===== config.mk =====
export PLATFORM = sky130hd
export DESIGN_NAME = seg7_scan_mux
export DESIGN_NICKNAME = d
export VERILOG_FILES = /design/src/rtl/seg7_scan_mux.sv
export SDC_FILE = /design/constraint.sdc
export NUM_CORES = 1
export LEC_CHECK = 0
export ABC_AREA = 1
export ABC_CLOCK_PERIOD_IN_PS = 7170
export BUFFER_PORTS_ARGS = -buffer_cell sky130_fd_sc_hd__buf_2
export CORE_MARGIN = 2
export CORE_UTILIZATION = 30
export CTS_CLUSTER_SIZE = 14
export DETAILED_ROUTE_END_ITERATION = 8
export SLEW_MARGIN = 25
export SYNTH_ARGS = -nofsm -noshare
export SYNTH_HDL_FRONTEND = slang
export SYNTH_SLANG_ARGS = --single-unit

===== constraint.sdc =====
create_clock -name clk -period 7.17 [get_ports clk]
set_input_delay 0.717 -clock clk [delete_from_list [all_inputs] [get_ports clk]]
set_output_delay 0.717 -clock clk [all_outputs]
set_load 0.01 [all_outputs]

===== src/rtl/seg7_scan_mux.sv =====
// Four-digit multiplexed seven-segment driver with a frame-aligned shadow register and leading-zero blanking.
// Latency: outputs update on the same edge the scan index advances; a load becomes visible at the next frame boundary.
// Backpressure: none; load is always accepted, and ena=0 freezes the scan and darkens the display.
module seg7_scan_mux #(
    parameter logic [15:0] SCAN_DIV = 16'd10_000
) (
    input  logic        clk,
    input  logic        rst_n,
    input  logic        ena,
    input  logic [15:0] bcd_in,
    input  logic [3:0]  dp_in,
    input  logic        load,
    input  logic        blank_lz,
    output logic [6:0]  segments,
    output logic        dp,
    output logic [3:0]  digit_en,
    output logic        frame_start
);

    localparam logic [15:0] LP_LAST = SCAN_DIV - 16'd1;

    // Display word layout: [19:16] decimal points, [15:0] BCD nibbles.
    logic [15:0] r_pre;
    logic [1:0]  r_idx;
    logic [19:0] r_shadow;
    logic [19:0] r_display;
    logic        r_pending;
    logic [3:0]  r_digit_en;
    logic [6:0]  r_segments;
    logic        r_dp;
    logic        r_frame_start;

    logic        w_wrap;
    logic        w_boundary;
    logic [1:0]  w_idx_next;
    logic [19:0] w_disp_next;
    logic [3:0]  w_nib;
    logic        w_blank;
    logic        w_dp_sel;
    logic        w_dark;
    logic [6:0]  w_seg_dec;

    // BCD to segments; non-decimal nibbles render as a dash.
    function automatic logic [6:0] f_decode(input logic [3:0] nib);
        logic [6:0] seg;
        case (nib)
            4'd0:    seg = 7'h3F;
            4'd1:    seg = 7'h06;
            4'd2:    seg = 7'h5B;
            4'd3:    seg = 7'h4F;
            4'd4:    seg = 7'h66;
            4'd5:    seg = 7'h6D;
            4'd6:    seg = 7'h7D;
            4'd7:    seg = 7'h07;
            4'd8:    seg = 7'h7F;
            4'd9:    seg = 7'h6F;
            default: seg = 7'h40;
        endcase
        return seg;
    endfunction

    // Next scan position and the segment pattern it will show; digit 0 of a new
    // frame is decoded from the value being copied into the display on that edge.
    always_comb begin
        w_wrap      = ena && (r_pre == LP_LAST);
        w_boundary  = w_wrap && (r_idx == 2'd3);
        w_idx_next  = w_wrap ? (r_idx + 2'd1) : r_idx;
        w_disp_next = (w_boundary && r_pending) ? r_shadow : r_display;
        w_dark      = (r_digit_en == 4'b0000);
        w_nib       = 4'h0;
        w_blank     = 1'b0;
        w_dp_sel    = 1'b0;
        case (w_idx_next)
            2'd0: begin
                w_nib    = w_disp_next[3:0];
                w_blank  = 1'b0;
                w_dp_sel = w_disp_next[16];
            end
            2'd1: begin
                w_nib    = w_disp_next[7:4];
                w_blank  = blank_lz && (w_disp_next[15:4] == 12'h000);
                w_dp_sel = w_disp_next[17];
            end
            2'd2: begin
                w_nib    = w_disp_next[11:8];
                w_blank  = blank_lz && (w_disp_next[15:8] == 8'h00);
                w_dp_sel = w_disp_next[18];
            end
            default: begin
                w_nib    = w_disp_next[15:12];
                w_blank  = blank_lz && (w_disp_next[15:12] == 4'h0);
                w_dp_sel = w_disp_next[19];
            end
        endcase
        w_seg_dec = w_blank ? 7'h00 : f_decode(w_nib);
    end

    // Prescaler and scan index run only while enabled and hold their value otherwise.
    always_ff @(posedge clk or negedge rst_n) begin
        if (!rst_n) begin
            r_pre <= 16'd0;
            r_idx <= 2'd0;
        end else if (ena) begin
            if (w_wrap) begin
                r_pre <= 16'd0;
                r_idx <= w_idx_next;
            end else begin
                r_pre <= r_pre + 16'd1;
            end
        end
    end

    // Shadow capture on load; transfer to the display only at a frame boundary.
    // A load on the boundary edge itself stays pending for the following frame.
    always_ff @(posedge clk or negedge rst_n) begin
        if (!rst_n) begin
            r_shadow  <= 20'd0;
            r_display <= 20'd0;
            r_pending <= 1'b0;
        end else begin
            if (load) begin
                r_shadow <= {dp_in, bcd_in};
            end
            if (w_boundary && r_pending) begin
                r_display <= r_shadow;
            end
            if (load) begin
                r_pending <= 1'b1;
            end else if (w_boundary) begin
                r_pending <= 1'b0;
            end
        end
    end

    // Output registers: refresh on index advance or when returning from a dark period.
    always_ff @(posedge clk or negedge rst_n) begin
        if (!rst_n) begin
            r_digit_en    <= 4'b0001;
            r_segments    <= 7'h3F;
            r_dp          <= 1'b0;
            r_frame_start <= 1'b0;
        end else if (!ena) begin
            r_digit_en    <= 4'b0000;
            r_segments    <= 7'h00;
            r_dp          <= 1'b0;
            r_frame_start <= 1'b0;
        end else begin
            r_frame_start <= w_boundary;
            if (w_wrap || w_dark) begin
                r_digit_en <= 4'b0001 << w_idx_next;
                r_segments <= w_seg_dec;
                r_dp       <= w_dp_sel;
            end
        end
    end

    assign segments    = r_segments;
    assign dp          = r_dp;
    assign digit_en    = r_digit_en;
    assign frame_start = r_frame_start;

endmodule


==> reports/metrics.cfg, run 1 <==
[yosys]
yosys_register_bits = 72
synth.cell_area_um2 = 3630
ys_seq_area_share_pct = 49.8
synthesis.yosys.warnings = 0
synth_cells = 423
ys_types = 41
postSynthNetCount = 460
post_synth.cell_area_avg_um2 = 8.59

[clock_tree]
clkSlewWorstSetupHoldPaths_ns = 0.06
tritoncts = done
clockRootBuffer = sky130_fd_sc_hd__clkbuf_16
cts_buffers = 9
cts_resized = 0
cts_setup_buffers = 0
cts-root-to-sink-buffers = 2
htree_num_levels = 3
clock_sink_count = 72
postCtsHoldBufs = 0
worst_skew_pair.late_latency_ns = 0.33

[setup_path]
critical_path_class = reg2reg
reg2reg_slack_ns = 3.90
reg2reg_from = r_pre[1]$_DFFE_PN0P_
critical-path-slowest-cell = sky130_fd_sc_hd__dfrtp_1
critical-path-max-stage-delay_ns = 0.40
timing.critical_path.to_type = register
crit_path_max_fanout = 7
startpoint_type = register
cpLargestDelayFamily = simple AND/OR/NAND/NOR gates
list_of_cells_traversed_by_the_critical_path = ha_1 -> nand2_1 -> nor2_1 -> nand4_1 -> nor2_1 -> inv_1 -> o21ai_0 -> inv_1 -> ha_1 -> inv_1 -> nor2_1 -> nor2_2 -> inv_1 -> ha_1 -> nand3_1 -> nand3_1 -> nand2_1 -> o21ai_1
data_arrival_at_the_endpoint_of_the_critical_path_ns = 3.53
critical_path.most_common_cell = sky130_fd_sc_hd__inv_1
depth_of_the_worst_register_to_register_path = 18
r2r-end = segments[3]$_DFFE_PN1P_
cp.required_ns = 7.43
path_buf_inv = 4

[power]
share_of_total_power_in_sequential_cells_pct = 43.0
intPower_uw = 837
p_leak_uw = 0.00220
share_comb_of_total_power_pct = 11.5
clock_power_share_pct = 45.6
p_sw_share_pct = 25.8
power_density_nw_per_um2 = 263
worst_vdd_drop_v = 0.000125
netSwitchingPower_uw = 291

[floorplan]
io_pins = 38
core_area_um2 = 11900
placement_rows = 40
die_x_extent_um = 114
floorplan.initialDensity_pct = 30.5
die-height_um = 114
die_area_um2 = 13000

[grt]
antenna_found_initial = 0
global_route.usage.total_pct = 13.0
number_of_global_route_vias_before_repair = 2833
overflow = 0
wire_length_of_the_first_global_routing_pass_um = 13400
largest_net_degree_at_the_start_of_global_routing = 73

[cells_and_area]
syn_to_final_growth_pct = 18.0
filler_cell_count = 1227
post_layout_nonfiller_instances = 614
num-nets-final = 499
post_route_cells_drive_above_1_share_pct = 22.1
num_antenna_cells = 0

[detailed_routing]
avgViaCountPerCell = 4.51
antenna_violating_nets_post_route = 0
routedWlPerCell_um = 12.3
first_pass_iters = 4
num_vias = 2771
totalWireLength_um = 7530
residual_drc = 0
drt-initial-drc-count = 203

[placement]
hpwl_um = 5560
numPlacedInstances = 598
place_congestion = 0.854
placement.io_buffers = 37

[hold_path]
worst_hold_startpoint = segments[5]$_DFFE_PN1P_
worst_hold_path.num_cells = 2
hold_path_end = segments[5]$_DFFE_PN1P_
worst_hold_path_type = reg2reg

[sta]
slew_violations = 0
setup_viol = 0
slew_headroom_pct = 39.2
timing.final.crit_share_pct = 45.5
timing_hold_violations_final = 0
fin_hold_ws_ns = 0.468
timing.fmax_ghz = 0.306
finalSetupTns_ns = 0
rsz_0062_raised_after_global_routing = no
worst_slew_pin_slew_ns = 0.912
timing.clock.skew_ns = 0.00671
finalWorstPathRequiredPeriod_ns = 3.27

[flow_run]
timing.max_cap.violations = 0

[status]
outcome = complete, no violations

-- state kept, by name, summed over array words and instances (netlist names) --
signal       cells
frame_start      1
r_display       20
r_idx            2
r_pending        1
digit_en         4
r_pre           16
dp               1
r_shadow        20
segments         7
-- cell usage in the layout, fill, tap and decap left out, types with 2 or more instances in the layout --
cell type	instances
sky130_fd_sc_hd__a21oi_1	3
sky130_fd_sc_hd__a31oi_1	3
sky130_fd_sc_hd__buf_2	37
sky130_fd_sc_hd__bufinv_16	3
sky130_fd_sc_hd__clkbuf_16	9
sky130_fd_sc_hd__clkinvlp_4	2
sky130_fd_sc_hd__dfrtp_1	65
sky130_fd_sc_hd__dfstp_2	7
sky130_fd_sc_hd__ha_1	12
sky130_fd_sc_hd__inv_1	56
sky130_fd_sc_hd__inv_2	7
sky130_fd_sc_hd__mux2_2	8
sky130_fd_sc_hd__nand2_1	106
sky130_fd_sc_hd__nand2_2	10
sky130_fd_sc_hd__nand2_4	2
sky130_fd_sc_hd__nand3_1	16
sky130_fd_sc_hd__nand4_1	11
sky130_fd_sc_hd__nor2_1	28
sky130_fd_sc_hd__nor3_1	14
sky130_fd_sc_hd__nor3b_1	2
sky130_fd_sc_hd__nor4_1	5
sky130_fd_sc_hd__o21ai_0	21
sky130_fd_sc_hd__o21ai_1	7
sky130_fd_sc_hd__o21ai_2	6
sky130_fd_sc_hd__o22ai_1	3
sky130_fd_sc_hd__or2_2	3
sky130_fd_sc_hd__xor2_1	4
-- power groups by stage --
stage / logic [uW] / clock network, uW / registers (uW)
final: 130 / 514 / 485
after global routing: 154 / 548 / 489
after CTS: 132 / 524 / 484
after detailed placement: 131 / 0 / 491
after global placement: 129 / 0 / 490
after floorplan: 88.5 / 0 / 484
-- metal layers --
metal  track usage [%]  vias to the layer above  part of all wire, %  wire [um]
met4              5.61                        0                  1.4        106
met2              18.7                       51                   41       3120
met5                 0                        -                    0          0
li1                  -                     1427                    -          -
met3              3.49                        9                  4.8        359
met1              18.4                     1284                   52       3940
-- worst max path at each step --
stage	from	to	slack (ns)	cells past startpoint
finish	r_pre[1]$_DFFE_PN0P_	segments[3]$_DFFE_PN1P_	3.90	18
global route	r_pre[1]$_DFFE_PN0P_	segments[5]$_DFFE_PN1P_	3.45	19
CTS	r_pre[1]$_DFFE_PN0P_	segments[4]$_DFFE_PN1P_	3.86	19
detailed placement	ena	segments[4]$_DFFE_PN1P_	3.80	18
global placement	ena	segments[4]$_DFFE_PN1P_	3.90	18
floorplan	ena	segments[4]$_DFFE_PN1P_	4.23	18
-- cells in the mapped netlist (all sizes together) --
cell type	n	area, um^2
ha	12	150
nor3b	2	15.0
a31oi	3	18.8
or2	3	18.8
a21oi	4	23.8
and2	1	6.26
nor4	5	31.3
nand4	11	68.8
xor2	4	35.0
nand2	118	483
inv	63	236
and3	1	6.26
o211a	1	10.0
o21ai	35	209
o21bai	2	18.8
nand3b	1	7.51
clkbuf	4	15.0
mux2	8	90.1
dfrtp	65	1630
clkinv	1	3.75
nor2	30	123
nor3	14	70.1
a21o	1	7.51
buf	6	51.3
a22o	1	8.76
o22ai	3	18.8
dfstp	7	184
nand3	17	97.6
-- area by class of cell --
type / count / area, um^2 / area share, %
multi-input combinational: 277 / 1520 / 35.4
sequential: 72 / 1810 / 42.2
clock buffer: 9 / 225 / 5.25
clock inverter: 7 / 119 / 2.77
inverter: 64 / 240 / 5.60
timing repair buffer: 38 / 193 / 4.49
tap: 147 / 184 / 4.29
-- through the flow --
| step | util, % | setup WS [ns] | cell area, um^2 | total power [uW] |
|---|---|---|---|---|
| 2_1_floorplan | - | 4.23 | 3630 | 572 |
| 3_3_place_gp | 33.1 | 3.90 | 3950 | 620 |
| 3_5_place_dp | 33.1 | 3.80 | 3950 | 623 |
| 4_1_cts | 36.0 | 3.86 | 4290 | 1140 |
| 5_1_grt | 36.0 | 3.45 | 4290 | 1190 |
| 6_report | 36.0 | 3.90 | 4290 | 1130 |
-- cells by family after synthesis --
kind of cell	count (synthesis)	share of synthesized area [%]
fa+ha+maj	12	4.13
xor+xnor	4	0.964
buf+inv	74	8.43
compound gates	50	8.67
mux	8	2.48
flops	72	49.8
simple gates	203	25.5
-- worst reg2reg max path, stage by stage, from the launching register on --
cell	delay [ns]
sky130_fd_sc_hd__dfrtp_1	0.40
sky130_fd_sc_hd__ha_1	0.23
sky130_fd_sc_hd__nand2_1	0.09
sky130_fd_sc_hd__nor2_1	0.14
sky130_fd_sc_hd__nand4_1	0.13
sky130_fd_sc_hd__nor2_1	0.15
sky130_fd_sc_hd__inv_1	0.05
sky130_fd_sc_hd__o21ai_0	0.36
sky130_fd_sc_hd__inv_1	0.15
sky130_fd_sc_hd__ha_1	0.27
sky130_fd_sc_hd__inv_1	0.18
sky130_fd_sc_hd__nor2_1	0.08
sky130_fd_sc_hd__nor2_2	0.20
sky130_fd_sc_hd__inv_1	0.11
sky130_fd_sc_hd__ha_1	0.29
sky130_fd_sc_hd__nand3_1	0.10
sky130_fd_sc_hd__nand3_1	0.10
sky130_fd_sc_hd__nand2_1	0.05
sky130_fd_sc_hd__o21ai_1	0.11
No activity file was read; power rests on OpenSTA's default activity.
==> run 2, diff against run 1 <==
--- a/config.mk
+++ b/config.mk
@@ -6,7 +6,7 @@
 export NUM_CORES = 1
 export LEC_CHECK = 0
 export ABC_AREA = 1
-export ABC_CLOCK_PERIOD_IN_PS = 7170
+export ABC_CLOCK_PERIOD_IN_PS = 2940
 export BUFFER_PORTS_ARGS = -buffer_cell sky130_fd_sc_hd__buf_2
 export CORE_MARGIN = 2
 export CORE_UTILIZATION = 30
==> constraint.sdc (replaced) <==
create_clock -name clk -period 2.94 [get_ports clk]
set_input_delay 0.294 -clock clk [delete_from_list [all_inputs] [get_ports clk]]
set_output_delay 0.294 -clock clk [all_outputs]
set_load 0.01 [all_outputs]
==> run 2 against run 1 <==
Compared with the run above:
- via count is 2.5% higher
- clock power is 140% higher
- utilization is 1.3 points higher
- highest routed layer unchanged
==> reports/metrics.cfg, run 2 (synthesized netlist as in run 1, its figures left out) <==
[floorplan]
core_area_um2 = 11900
die-height_um = 114
die_x_extent_um = 114
floorplan.initialDensity_pct = 30.5
die_area_um2 = 13000
io_pins = 38
placement_rows = 40

[cells_and_area]
num-nets-final = 512
area_used_by_multi_input_combinational_logic_um2 = 1570
register_area_um2 = 1810
top_regs = r_display x20, r_shadow x20, r_pre x16
final_core_utilization_pct = 37.4
final_common_cell = sky130_fd_sc_hd__nand2_1
post_route_cells_drive_above_1_share_pct = 25.7
num_antenna_cells = 0
filler_cell_count = 1236
most_frequent_cells_in_the_layout = 106 x sky130_fd_sc_hd__nand2_1, 65 x sky130_fd_sc_hd__dfrtp_1, 54 x sky130_fd_sc_hd__inv_1
syn_to_final_growth_pct = 22.4

[sta]
setup_viol = 0
timing.final.crit_share_pct = 93.9
timing_hold_violations_final = 0
slew_violations = 0
finalWorstPathRequiredPeriod_ns = 2.76
slew_headroom_pct = 50.0
fin_hold_ws_ns = 0.0322
timing.fmax_ghz = 0.362
worst_slew_pin_slew_ns = 0.750
timing.clock.skew_ns = 0.00939
layout_setup_ws_ns = 0.178

[placement]
place_congestion = 0.871
placement.io_buffers = 37
hpwl_um = 5780
pre_cts_ws_ns = 0.0372

[detailed_routing]
antenna_violating_nets_post_route = 0
first_pass_iters = 4
totalWireLength_um = 7710
num_vias = 2841
routedWlPerCell_um = 12.3
drt-initial-drc-count = 146
avgViaCountPerCell = 4.54
residual_drc = 0

[flow_run]
timing.max_cap.violations = 0

[setup_path]
critical-path-max-stage-delay_ns = 0.39
cp.required_ns = 3.19
crit_path_max_fanout = 4
critical_path_class = reg2reg
startpoint_type = register
critical_path.most_common_cell = sky130_fd_sc_hd__nand2_1
list_of_cells_traversed_by_the_critical_path = ha_1 -> nand2_1 -> nor2_1 -> nand4_1 -> nor2_2 -> or2_2 -> o21ai_2 -> buf_4 -> ha_1 -> nand2_1 -> nand2_1 -> nor2_1 -> nor2_2 -> inv_2 -> ha_1 -> nand3_1 -> nand3_1 -> nand2_1 -> o21ai_1
path_buf_inv = 2
reg2reg_slack_ns = 0.18
data_arrival_at_the_endpoint_of_the_critical_path_ns = 3.01
timing.critical_path.to_type = register
cpLargestDelayFamily = simple AND/OR/NAND/NOR gates
critical-path-slowest-cell = sky130_fd_sc_hd__dfrtp_1

[grt]
wire_length_of_the_first_global_routing_pass_um = 13300
number_of_global_route_vias_before_repair = 2861
global_route.usage.total_pct = 12.7
largest_net_degree_at_the_start_of_global_routing = 42
antenna_found_initial = 0
overflow = 0

[clock_tree]
worst_skew_pair.late_latency_ns = 0.33
clkSlewWorstSetupHoldPaths_ns = 0.06
htree_num_levels = 3
cts-root-to-sink-buffers = 2
postCtsHoldBufs = 0
tritoncts = done
cts_buffers = 9
clockRootBuffer = sky130_fd_sc_hd__clkbuf_16
clock_sink_count = 72

[status]
outcome = complete, no violations

[power]
p_leak_uw = 0.00227
worst_vdd_drop_v = 0.000263
power_density_nw_per_um2 = 615
design_power_total_uw = 2740

[hold_path]
worst_hold_path_type = in2async

-- run 2: what timing repair did --
action	4_1_cts	5_1_grt
setup buffers	0	3
endpoints found under the setup margin	0	7
hold endpoints to repair	0	0
resized for setup	0	12
-- run 2: final timing paths --
kind                                    startpoint  cells past startpoint                        to
setup / recovery              r_pre[0]$_DFFE_PN0P_                     19   segments[3]$_DFFE_PN1P_
setup reg to reg              r_pre[0]$_DFFE_PN0P_                     19   segments[3]$_DFFE_PN1P_
hold reg to reg            segments[4]$_DFFE_PN1P_                      2   segments[4]$_DFFE_PN1P_
hold / removal                               rst_n                      1      r_pre[7]$_DFFE_PN0P_
max in group asynchronous                    rst_n                      2   r_display[11]$_DFF_PN0_
min in group clk                        bcd_in[12]                      3  r_shadow[12]$_DFFE_PN0P_
-- run 2: per-stage QoR --
step | instance area (um^2) | setup TNS (ns) | instances
floorplan | 3630 | 0 | 423
global placement | 4030 | 0 | 608
detailed placement | 4030 | 0 | 608
CTS | 4370 | 0 | 623
global route | 4450 | -0.237 | 626
finish | 4450 | 0 | 626
-- run 2: worst reg2reg max path: cells and delay by family (launching register included) --
family / cells / cell delay, ns
flops: 1 / 0.39
buf+inv: 2 / 0.23
compound gates: 2 / 0.19
fa+ha+maj: 3 / 0.70
simple gates: 12 / 1.19
-- run 2: layer usage --
| layer | global-route usage, % | part of all wire, % | vias to the layer above |
|---|---|---|---|
| met1 | 17.9 | 51 | 1314 |
| met2 | 19.2 | 43 | 49 |
| met3 | 2.75 | 3.9 | 13 |
| li1 | - | - | 1465 |
| met4 | 5.12 | 1.8 | 0 |
| met5 | 0 | 0 | - |
-- run 2: area by class of cell --
type | count | area share [%]
clock buffers | 13 | 6.30
clock inverters | 2 | 1.35
inverters | 64 | 5.40
multi-input cells | 277 | 35.3
flip-flops and latches | 72 | 40.7
well taps | 147 | 4.13
repair buffers | 51 | 6.81
-- run 2: power by group --
group          total (uW)  internal, uW  switching, uW
registers            1170          1100           77.0
logic                 343           130            213
clock network        1220           831            389
==> run 3, diff against run 2 <==
--- a/config.mk
+++ b/config.mk
@@ -7,7 +7,7 @@
 export LEC_CHECK = 0
 export ABC_AREA = 1
 export ABC_CLOCK_PERIOD_IN_PS = 2940
-export BUFFER_PORTS_ARGS = -buffer_cell sky130_fd_sc_hd__buf_2
+export BUFFER_PORTS_ARGS = -buffer_cell sky130_fd_sc_hd__clkbuf_2
 export CORE_MARGIN = 2
 export CORE_UTILIZATION = 30
 export CTS_CLUSTER_SIZE = 14
==> run 3 against run 2 <==
Compared with the run above:
- utilization is 1.2 points higher
- maximum frequency increased by 0.37%
- clock power rose by 22%
- first-iteration DRC count down 20%
- worst setup slack better by 0.010 ns
- cell area rose by 3.2%
- clock skew down 0.0039 ns
- combinational power grew 5%
- power grew 11%
- non-clock buffer count rose by 5
- hold slack gained 0.13 ns
- via count up 1.5%
==> reports/metrics.cfg, run 3 (synthesized netlist as in run 1, its figures left out) <==
[status]
outcome = complete, no violations

[detailed_routing]
totalWireLength_um = 7900
routedWlPerCell_um = 12.5
antenna_violating_nets_post_route = 0
residual_drc = 0
avgViaCountPerCell = 4.56
first_pass_iters = 4
drt-initial-drc-count = 117
num_vias = 2885

[floorplan]
die_area_um2 = 13000
io_pins = 38
die_x_extent_um = 114
placement_rows = 40
die-height_um = 114
core_area_um2 = 11900
floorplan.initialDensity_pct = 30.5

[cells_and_area]
post_route_cells_drive_above_1_share_pct = 27.6
final_common_cell = sky130_fd_sc_hd__nand2_1
design_area_um2 = 4590
most_frequent_cells_in_the_layout = 106 x sky130_fd_sc_hd__nand2_1, 65 x sky130_fd_sc_hd__dfrtp_1, 52 x sky130_fd_sc_hd__inv_1
num_antenna_cells = 0
syn_to_final_growth_pct = 26.4
num-nets-final = 518
filler_cell_count = 1224
top_regs = r_display x20, r_shadow x20, r_pre x16

[hold_path]
worst_hold_path_type = in2reg
worst_hold_path.num_cells = 3

[placement]
placement.io_buffers = 37
place_congestion = 0.871
detailed_place.area_um2 = 4040
hpwl_um = 5640

[clock_tree]
clock_sink_count = 72
cts_buffers = 9
clkSlewWorstSetupHoldPaths_ns = 0.06
worst_skew_pair.late_latency_ns = 0.33
cts-root-to-sink-buffers = 2
tritoncts = done
htree_num_levels = 3
clockRootBuffer = sky130_fd_sc_hd__clkbuf_16

[power]
intPower_uw = 2320
design_power_total_uw = 3030
p_leak_uw = 0.00232
p_sw_share_pct = 23.5
share_comb_of_total_power_pct = 11.9
power_density_nw_per_um2 = 660
share_of_total_power_in_sequential_cells_pct = 39.0
clock_power_share_pct = 49.2
worst_vdd_drop_v = 0.000227
netSwitchingPower_uw = 713

[grt]
global_route.usage.total_pct = 13.4
wire_length_of_the_first_global_routing_pass_um = 13900
overflow = 0
largest_net_degree_at_the_start_of_global_routing = 73
number_of_global_route_vias_before_repair = 2945
antenna_found_initial = 0

[sta]
worst_slew_pin_slew_ns = 0.580
timing.fmax_ghz = 0.363
fin_hold_ws_ns = 0.164
setup_viol = 0
finalSetupTns_ns = 0
timing.clock.skew_ns = 0.00547
slew_headroom_pct = 61.3
timing_hold_violations_final = 0
finalWorstPathRequiredPeriod_ns = 2.75
timing.final.crit_share_pct = 93.6
slew_violations = 0

[setup_path]
cp.required_ns = 3.20
crit_path_max_fanout = 5
depth_of_the_worst_register_to_register_path = 17
startpoint_type = register
data_arrival_at_the_endpoint_of_the_critical_path_ns = 3.02
timing.critical_path.to_type = register
critical_path_class = reg2reg

[flow_run]
timing.max_cap.violations = 0

[run 3: changes by cell type in the layout (fill, tap and decap cells not counted), sizes merged]
cell / previous run / this run
buf: 51 / 19
nand3: 17 / 18
dlygate4sd3: 0 / 1
bufinv: 2 / 6
clkbuf: 13 / 45
[run 3: power by group through the flow]
stage	logic (uW)	clock network, uW	registers, uW
finish	360	1490	1180
global route	420	1570	1200
CTS	346	1520	1180
detailed placement	343	0	1190
global placement	336	0	1190
floorplan	216	0	1180
[run 3: metrics by stage]
| stage | utilization (%) | setup slack (ns) | instances |
|---|---|---|---|
| after floorplan | - | 0.149 | 423 |
| after global placement | 33.9 | 0.0802 | 609 |
| after detailed placement | 33.9 | -0.0158 | 609 |
| after CTS | 37.5 | 0.0118 | 625 |
| after global routing | 38.6 | -0.0622 | 632 |
| final | 38.6 | 0.188 | 632 |
[run 3: worst paths after layout]
path / startpoint / slack [ns] / end
min in group asynchronous: rst_n / 0.50 / r_pre[8]$_DFFE_PN0P_
max in group asynchronous: rst_n / 2.08 / segments[4]$_DFFE_PN1P_
setup / recovery: r_pre[12]$_DFFE_PN0P_ / 0.19 / segments[3]$_DFFE_PN1P_
hold / removal: bcd_in[9] / 0.16 / r_shadow[9]$_DFFE_PN0P_
hold reg to reg: segments[4]$_DFFE_PN1P_ / 0.47 / segments[4]$_DFFE_PN1P_
setup reg to reg: r_pre[12]$_DFFE_PN0P_ / 0.19 / segments[3]$_DFFE_PN1P_
[run 3: area by class of cell]
class	count	area [um^2]	share of cell area (%)
Clock buffer	9	225	4.90
Clock inverter	6	180	3.92
Inverter	64	240	5.23
Multi-Input combinational cell	278	1610	35.0
Sequential cell	72	1810	39.4
Tap cell	147	184	4.00
Timing Repair Buffer	56	347	7.55
[run 3: metal layers]
layer | track usage, % | part of all wire, % | wire length, um | up-vias
met5 | 0 | 0 | 0 | -
met4 | 6.67 | 2.4 | 190 | 0
met3 | 2.75 | 4.2 | 330 | 19
met2 | 18.9 | 43 | 3380 | 62
met1 | 19.4 | 51 | 4000 | 1328
li1 | - | - | - | 1476
[run 3: critical path, stage by stage, from the launching register on]
cell                      delay [ns]
sky130_fd_sc_hd__dfrtp_1        0.43
sky130_fd_sc_hd__nor4_2         0.32
sky130_fd_sc_hd__nand4_1        0.18
sky130_fd_sc_hd__nor2_2         0.14
sky130_fd_sc_hd__inv_1          0.06
sky130_fd_sc_hd__o21ai_2        0.16
sky130_fd_sc_hd__buf_6          0.14
sky130_fd_sc_hd__ha_2           0.19
sky130_fd_sc_hd__nand2_1        0.07
sky130_fd_sc_hd__nand2_1        0.05
sky130_fd_sc_hd__nor2_1         0.05
sky130_fd_sc_hd__nor2_2         0.19
sky130_fd_sc_hd__inv_2          0.08
sky130_fd_sc_hd__ha_1           0.28
sky130_fd_sc_hd__nand3_1        0.08
sky130_fd_sc_hd__nand3_1        0.09
sky130_fd_sc_hd__nand2_1        0.05
sky130_fd_sc_hd__o21ai_1        0.11
[run 3: timing repair]
item,4_1_cts,5_1_grt
endpoints found under the hold margin,4,0
buffers inserted,0,6
gates cloned,0,1
gates resized for setup,1,19
hold buffers,1,0
pin swaps,0,3
endpoints found under the setup margin,2,7
